**config.mk**
```make
export PLATFORM = sky130hd
export DESIGN_NAME = serial_subtractor
export DESIGN_NICKNAME = d
export VERILOG_FILES = /design/src/rtl/serial_subtractor.sv
export SDC_FILE = /design/constraint.sdc
export NUM_CORES = 1
export LEC_CHECK = 0
export ABC_AREA = 1
export CORE_MARGIN = 2
export CORE_UTILIZATION = 40
export CTS_CLUSTER_SIZE = 8
export DETAILED_ROUTE_END_ITERATION = 10
export PLACE_DENSITY_LB_ADDON = 0.25
export SLEW_MARGIN = 30
export SYNTH_ARGS = -nofsm -noshare
export SYNTH_HDL_FRONTEND = slang
export SYNTH_SLANG_ARGS = --single-unit
```
**constraint.sdc**
```tcl
create_clock -name clock -period 1.15 [get_ports clock]
set_clock_uncertainty 0.05 [all_clocks]
set_input_delay 0.23 -clock clock [delete_from_list [all_inputs] [get_ports clock]]
set_output_delay 0.23 -clock clock [all_outputs]
set_load 0.02 [all_outputs]
```
**src/rtl/serial_subtractor.sv**
```systemverilog
// Bit-serial subtractor: computes in_a - in_b - borrow_in one bit per clock, LSB first,
// with valid/ready handshakes on both the operand and the result side.
module serial_subtractor #(
  parameter int WIDTH = 8
) (
  input  logic             clock,
  input  logic             reset,
  input  logic             in_valid,
  output logic             in_ready,
  input  logic [WIDTH-1:0] in_a,
  input  logic [WIDTH-1:0] in_b,
  input  logic             borrow_in,
  output logic             out_valid,
  input  logic             out_ready,
  output logic [WIDTH-1:0] out,
  output logic             borrow_out,
  output logic [1:0]       state_dbg
);

  // Handshakes: a transfer happens on a rising edge where valid && ready.
  // in_ready and out_valid are pure state decodes and never depend on inputs.

  localparam int CW = (WIDTH > 2) ? $clog2(WIDTH) : 1;
  localparam logic [CW-1:0] LAST = CW'(WIDTH - 1);

  typedef enum logic [1:0] {
    IDLE = 2'd0,
    RUN  = 2'd1,
    DONE = 2'd2
  } state_t;

  state_t           state_q, state_d;
  logic [WIDTH-1:0] a_q, b_q, r_q;
  logic             br_q;
  logic [CW-1:0]    cnt_q;

  logic accept, step;
  logic bit_a, bit_b, diff_bit, borrow_next;

  always_ff @(posedge clock or posedge reset) begin
    if (reset) state_q <= IDLE;
    else       state_q <= state_d;
  end

  always_comb begin
    state_d   = state_q;
    in_ready  = 1'b0;
    out_valid = 1'b0;
    case (state_q)
      IDLE: begin
        in_ready = 1'b1;
        if (in_valid) state_d = RUN;
      end
      RUN: begin
        if (cnt_q == LAST) state_d = DONE;
      end
      DONE: begin
        out_valid = 1'b1;
        if (out_ready) state_d = IDLE;
      end
      default: state_d = IDLE;
    endcase
  end

  assign accept = in_valid && (state_q == IDLE);
  assign step   = (state_q == RUN);

  // Full-subtractor cell applied to the current LSBs.
  assign bit_a       = a_q[0];
  assign bit_b       = b_q[0];
  assign diff_bit    = bit_a ^ bit_b ^ br_q;
  assign borrow_next = (~bit_a & bit_b) | (~(bit_a ^ bit_b) & br_q);

  always_ff @(posedge clock or posedge reset) begin
    if (reset) begin
      a_q   <= '0;
      b_q   <= '0;
      r_q   <= '0;
      br_q  <= 1'b0;
      cnt_q <= '0;
    end else if (accept) begin
      a_q   <= in_a;
      b_q   <= in_b;
      r_q   <= '0;
      br_q  <= borrow_in;
      cnt_q <= '0;
    end else if (step) begin
      a_q   <= {1'b0, a_q[WIDTH-1:1]};
      b_q   <= {1'b0, b_q[WIDTH-1:1]};
      r_q   <= {diff_bit, r_q[WIDTH-1:1]};
      br_q  <= borrow_next;
      cnt_q <= cnt_q + 1'b1;
    end
  end

  assign out        = r_q;
  assign borrow_out = br_q;
  assign state_dbg  = state_q;

endmodule

```
* After elaboration in Yosys (flattened, before gate mapping)
Index checks and enable logic that the tools add are counted.
** Storage, ports and cells
- Register bits after elaboration :: 30
- Bits in latches :: 0
- RAM bits :: 0
- Bits in read-only memories :: 0
- Input port bits :: 21
- Memories kept :: 0
** Operators by class
- Add/subtract/negate cells :: 1
- $mul :: 0
- Div/mod/pow operators :: 0
- Order comparisons :: 0
- Equal/unequal tests :: 6
- Shift-type cells :: 0
- Mux-type cells :: 16
- Bitwise logic cells :: 7
- Reductions and logical operators :: 4
** Operators with widths (count)
- $mux 8 :: 6
- $mux 2 :: 3
- $mux 3 :: 2
- $pmux 2 s3 :: 1
- $mux 1 :: 4
- $ne 2x2->1 const B :: 2
- $add 3x1->3 const B :: 1
- $eq 3x3->1 const B :: 1
- $reduce_and 3->1 :: 1
- $and 1x1->1 :: 2
- $eq 2x1->1 const B :: 1
- $eq 2x2->1 const B :: 1
- $logic_not 2->1 :: 1
- $ne 2x1->1 const B :: 1
- $not 1->1 :: 2
- $reduce_bool 2->1 :: 1
- $xor 1x1->1 :: 2
- $logic_and 1x1->1 :: 1
- $or 1x1->1 :: 1

* Longest topological paths before layout
Gate-level depths: netlist of run 1.
- Depth after elaboration :: 6
- Gate-level depth with buffers :: 6

* Least setup slack after synthesis of run 1
No wires, ideal clock.
- Path kind :: register to register
- From :: reg br_q (netlist: borrow_out)
- To :: reg r_q[7] (netlist: out[7])
- Data arrival time :: 1.071 ns
- Required time :: 0.974 ns
- Slack :: -0.096 ns
- Cell stages (with the launch flop) :: 3
- Cells stage by stage :: dfrtp_1 -> fa_1 -> o21ai_0
** On the way
- Word-level cells in the longest chain between the ends :: 3
** Ends and longest elaborated chain
- start, declared :: RTL line 34 : logic br_q;
- start signal, assigned :: RTL line 85 : br_q <= borrow_in;
- start signal, assigned :: RTL line 91 : br_q <= borrow_next;
- $xor 1x1->1 :: RTL line 71 : assign diff_bit = bit_a ^ bit_b ^ br_q;
- $mux 8 :: RTL line 87 : end else if (step) begin
- $mux 8 :: RTL line 81 : end else if (accept) begin
- end signal, assigned :: RTL line 90 : r_q <= {diff_bit, r_q[WIDTH-1:1]};
- end, declared :: RTL line 33 : logic [WIDTH-1:0] a_q, b_q, r_q;
Every way passes these cells. The select of a mux whose other input is x is not followed.
A chain may end at the register's enable or synchronous reset.

* Worst setup path after layout of run 1
- From :: reg state_q[0] (netlist: state_dbg[0])
- To :: out in_ready
** On the way
- Word-level cells in the longest chain between the ends :: 2
** Ends and longest elaborated chain
- start, declared :: RTL line 32 : state_t state_q, state_d;
- start signal, assigned :: RTL line 42 : else state_q <= state_d;
- $logic_not 2->1 :: RTL line 49 : case (state_q)
- $mux 1 :: RTL line 49
- end, declared :: RTL line 9 : output logic in_ready,
Every way passes these cells.

==> results of run 1 <==
final cells by class:
cell class,count,area share [%]
tap,46,2.67
timing repair buffer,59,29.1
sequential,30,35.0
clock inverter,2,2.78
timing repair inverter,2,0.812
multi-input combinational,108,25.4
inverter,6,1.86
clock buffer,6,2.38
logic make-up after synthesis:
| kind of cell | synth area share (%) |
|---|---|
| AO/OA/AOI/OAI | 2.70 |
| buffers and inverters | 6.60 |
| AND/OR/NAND/NOR | 31.6 |
| flip-flops | 55.8 |
| adder cells (fa/ha/maj) | 3.35 |
path summary, 6_finish.rpt:
check,from,to,cells after the start
worst min-delay path,reset,a_q[2]$_DFFE_PP0P_,3
min in group clock,in_b[7],b_q[7]$_DFFE_PP0P_,3
worst min register to register,b_q[7]$_DFFE_PP0P_,b_q[7]$_DFFE_PP0P_,2
worst max-delay path,state_dbg[0]$_DFFE_PP0P_,in_ready,2
max in group asynchronous,reset,borrow_out$_DFFE_PP0P_,3
worst max register to register,state_dbg[1]$_DFFE_PP0P_,out[5]$_DFFE_PP0P_,7
metrics by stage:
stage,utilization (%),instances
detailed placement,55.4,239
CTS,63.8,256
floorplan,-,151
global placement,55.4,239
finish,65.7,259
global route,65.7,259
layer usage:
| metal | vias to the layer above | share of wire, % | GRT usage, % |
|---|---|---|---|
| li1 | 605 | - | - |
| met1 | 579 | 46 | 26.8 |
| met2 | 23 | 48 | 29.9 |
| met3 | 6 | 3.9 | 5.59 |
| met4 | 0 | 1.4 | 6.38 |
| met5 | - | 0 | 0 |
state kept, by name, summed over array words and instances, names as in the netlist:
register    count
a_q             8
b_q             8
out             8
cnt_q           3
state_dbg       2
borrow_out      1
worst reg2reg max path: cells and delay by family (launching register included):
family / cells / cell delay [ns]
AO/OA/AOI/OAI: 1 / 0.08
AND/OR/NAND/NOR: 2 / 0.10
flip-flops: 1 / 0.46
buffers and inverters: 4 / 0.51
report_power, final:
group	switching, W	internal [W]
Sequential	0.000306	0.00150
Clock	0.000386	0.000737
Combinational	0.00144	0.00147
synthesized netlist by cell type, types with 2 or more instances:
master,instances,area (um2)
ha_1,2,25.0
dfrtp_1,30,751
o21ai_0,4,20.0
inv_1,4,15.0
buf_4,2,15.0
nand3_1,32,160
buf_6,4,45.0
nand2_1,66,248
timing repair:
action / 4_1_cts / 5_1_grt
hold buffers: 0 / 0
gates cloned: 3 / 1
buffers inserted: 6 / 2
setup endpoints to repair: 41 / 43
pin swaps: 2 / 0
endpoints found under the hold margin: 0 / 0
gates resized for setup: 88 / 14
==> results.toml, run 1 <==
[outcome]
status = "finished, violations left"
violations = "negative setup slack"

[critical_path]
rrSetupSlack_ns = -0.16
cp_slowest_cell = "dfrtp_2"
crit_fanout = 3
critPathCaptureType = "output port"
critPathKind = "reg2out"
critical_path_buf_inv_count = 1
crit_family = "flip-flops"
cp-start-kind = "flip-flop"
cp_cell_sequence = "nor2_4 -> buf_6"
crit_path_max_incr_delay_ns = 0.45
cp.arrival_ns = 1.08
worstPathRequired_ns = 0.87

[timing]
worst_pin_slew_ns = 0.214
period_share_pct = 118
layout_setup_ws_ns = -0.212
fin_hold_ws_ns = 0.174
slew_headroom_pct = 85.7
final_hold_viol_count = 0
fmax_mhz = 734
final.setup.tns_ns = -3.66
grt_setup_unrepaired = "true"
period_needed_ns = 1.36
setup_viol = 37
drv_slew = 0

[synth]
avgSynthCellArea_um2 = 8.92
synth_edf_count = 0
ys_warn_count = 0
ys_seq_area_share_pct = 55.8
synth_area_mm2 = 0.00135
synth_fp_nets = 175
async_reset_ff_share_pct = 100
synth_ff_type = "dfrtp_1"
syn_inst = 151
yosysUniqueCellTypes = 15
ys_ff_latch = 30

[cells_and_area]
most-common-layout-cells = "nand2_1 (62), nand3_1 (31), dfrtp_1 (27)"
area_delta_synth_final_pct = 60.2
fillers = 263
antenna_cells = 0
layout_commonest_cell = "nand2_1"
multi_input_area_um2 = 548
finalNetCount = 236
final-seq-area_um2 = 754
finalInstanceArea_mm2 = 0.00216
drive_gt1_share_pct = 31.0

[power_and_ir_drop]
ir_drop_mv = 1.41
p_per_area_mw_per_mm2 = 2710
p_total_w = 0.00584
p_leak_nw = 1.08

[floorplan]
initial_core_util_pct = 41.0
rows = 21
io-pin-count = 34
core_area_mm2 = 0.00328
die_w_um = 62.0
dieArea_mm2 = 0.00385
fp.dieH_um = 62.0

[global_routing]
grt_first_pass_wirelength_mm = 5.27
grt_max_degree = 31
track_usage_pct = 19.5
grt_pass1_vias = 1155
antenna_found_initial = 0
gr-total-overflow = 0

[placement]
dp_slack_ns = -0.289
post-dp-hpwl_mm = 2.00
io_buffer_count = 33
place_area_mm2 = 0.00182
place_congestion = 0.769

[route]
via_count = 1213
ant_nets = 0
post-route-drc-count = 0
viasPerCell = 4.68
routed_wirelength_mm = 3.34
drtIter0Drc = 54
dr.pass1.iters = 4
wl_per_cell_um = 12.9

[clock_network]
root_buffer = "clkbuf_4"
clkTransAtPathRegs_ns = 0.11
htreeDepth = 2
clk_path_buf_depth = 2
numCtsBuffers = 5
cts_tree = "done"
cts_sinks = 30
clock_latency_ns = 0.33

[hold_path]
min_path_type = "in2async"

[job]
drv_cap = 0
Note: power is estimated with default switching activity, not from simulation.
==> run 2, diff against run 1 <==
Settings changed: ABC_AREA 1 to unset, CORE_MARGIN 2 to unset.
==> run 2 against run 1 <==
Net effect:
- the run still ends with negative setup slack left
- hold slack better by 0.059 ns
- sequential share of layout area down 4.9 points
- synthesized cell count down 15%
- sequential power up 5%
- register-to-register slack worse by 0.06 ns
- first-iteration DRC count down 33%
- final area up 16%
- critical path depth up 1
==> results.toml, run 2 <==
[synth]
yosysUniqueCellTypes = 24
synth_area_mm2 = 0.00150
synth_most_common_cell = "dfrtp_1"
synth_ff_type = "dfrtp_1"
synth.top_cell.area_share_pct = 50.0
ys_warn_count = 0
yosysTopAreaCell = "dfrtp_1"
synthTopCellsByArea = "dfrtp_1 (50%), nor3b_1 (7.0%), nor4b_1 (7.0%), a22o_1 (6.4%), a211oi_2 (5.8%)"
async_reset_ff_share_pct = 100
syn_inst = 128
synth_top_cells_by_count = "dfrtp_1 (30), inv_1 (19), nor3b_1 (14), nor4b_1 (12), a22o_1 (11)"
avgSynthCellArea_um2 = 11.7
ys_ff_latch = 30
ys_seq_area_share_pct = 50.0
synth_edf_count = 0
synth_fp_nets = 152

[global_routing]
antenna_found_initial = 0
grt_max_degree = 31
gr-total-overflow = 0
track_usage_pct = 21.2
grt_first_pass_wirelength_mm = 6.33
grt_pass1_vias = 1301

[critical_path]
reg2reg_from = "state_dbg[0]$_DFFE_PP0P_"
rrSetupSlack_ns = -0.22
r2r-end = "b_q[5]$_DFFE_PP0P_"
worstPathRequired_ns = 0.87
worst-r2r-cell-count = 5
cp.arrival_ns = 1.11
critPathKind = "reg2out"
critPathCaptureType = "output port"
cp-start-kind = "flip-flop"
crit_fanout = 4

[route]
post-route-drc-count = 0
drtIter0Drc = 36
ant_nets = 0
via_count = 1238
wl_per_cell_um = 15.4
viasPerCell = 5.12
routed_wirelength_mm = 3.73
dr.pass1.iters = 4

[clock_network]
numCtsBuffers = 5
clock_latency_ns = 0.29
htreeDepth = 2
cts_tree = "done"
root_buffer = "clkbuf_8"
cts_sinks = 30
holdBufCountCts = 0
clkTransAtPathRegs_ns = 0.06
clk_path_buf_depth = 2

[placement]
place_congestion = 0.809
post-dp-hpwl_mm = 2.38
io_buffer_count = 33

[timing]
slew_headroom_pct = 80.2
layout_setup_ws_ns = -0.238
worst_pin_slew_ns = 0.298
fmax_mhz = 720
setup_viol = 33
period_share_pct = 121
period_needed_ns = 1.39
final_hold_viol_count = 0
grt_setup_unrepaired = "true"
drv_slew = 0

[power_and_ir_drop]
ir_drop_mv = 1.32
p_leak_nw = 1.14
p_total_w = 0.00649
p_per_area_mw_per_mm2 = 2590

[floorplan]
die_w_um = 63.3
io-pin-count = 34
core_area_mm2 = 0.00347
dieArea_mm2 = 0.00400
fp.dieH_um = 63.3
rows = 21
initial_core_util_pct = 43.3

[cells_and_area]
area_delta_synth_final_pct = 66.9
layout_commonest_cell = "dfrtp_1"
finalNetCount = 219
post-route-util_pct = 72.3
antenna_cells = 0
most-common-layout-cells = "dfrtp_1 (27), buf_4 (25), clkdlybuf4s50_1 (20)"
drive_gt1_share_pct = 52.6

[outcome]
violations = "negative setup slack"
status = "finished, violations left"

[hold_path]
min_path_type = "in2async"

[job]
drv_cap = 0
==> run 2: cell type report <==
type / count / area [um2]
Fill cell: 257 / 962
Tap cell: 46 / 57.6
Inverter: 19 / 71.3
Sequential cell: 30 / 754
Clock buffer: 7 / 86.3
Multi-Input combinational cell: 68 / 850
Timing Repair Buffer: 71 / 682
Clock inverter: 1 / 5.00
==> run 2: critical path, stage by stage, from the launching register on <==
cell     delay, ns
dfrtp_2       0.44
buf_4         0.15
nor2_4        0.11
buf_6         0.12
==> run 2: repair_timing <==
action / CTS / global route
cloned: 2 / 0
pin swaps: 8 / 6
setup buffers: 4 / 5
resized for setup: 69 / 19
setup endpoints to repair: 43 / 35
==> run 2: where the power goes <==
part / total [W] / switching, W / internal (W)
combinational: 0.00372 / 0.00165 / 0.00207
clock: 0.000878 / 0.000396 / 0.000482
sequential: 0.00189 / 0.000334 / 0.00156
==> run 2: worst max path at each step <==
stage / end / cells past startpoint / slack, ns / start
global route: borrow_out$_DFFE_PP0P_ / 4 / -0.28 / state_dbg[1]$_DFFE_PP0P_
detailed placement: borrow_out$_DFFE_PP0P_ / 4 / -0.42 / in_valid
floorplan: out[7]$_DFFE_PP0P_ / 3 / -0.16 / borrow_out$_DFFE_PP0P_
CTS: borrow_out$_DFFE_PP0P_ / 5 / -0.25 / state_dbg[0]$_DFFE_PP0P_
global placement: b_q[4]$_DFFE_PP0P_ / 4 / -0.34 / in_valid
finish: in_ready / 3 / -0.24 / state_dbg[0]$_DFFE_PP0P_
==> run 2: cells by family (layout without fill, tap and decap cells) <==
logic type	after synthesis	count (layout)	synth area share [%]
flip-flops	30	30	50.0
AO/OA/AOI/OAI	30	30	19.5
multiplexers	1	1	0.750
AND/OR/NAND/NOR	34	34	17.4
buffers and inverters	30	98	9.33
adder cells (fa/ha/maj)	3	3	3.00
==> run 2: per-stage QoR <==
stage          worst slack [ns]  hold slack (ns)  instances  instance area [um2]  setup TNS, ns
6_report                 -0.238            0.233        242                 2510          -6.49
5_1_grt                  -0.282            0.247        242                 2510          -8.28
4_1_cts                  -0.253            0.236        237                 2380          -7.29
3_5_place_dp             -0.420            0.440        223                 2200         -11.04
3_3_place_gp             -0.336            0.428        223                 2200          -9.97
2_1_floorplan            -0.163            0.271        128                 1690         -0.739
==> run 2: layer usage <==
layer  wire, um  global-route usage [%]
met5          0                       0
met4         73                    9.38
met2       1820                    32.7
met3        158                    6.16
met1       1680                    27.5
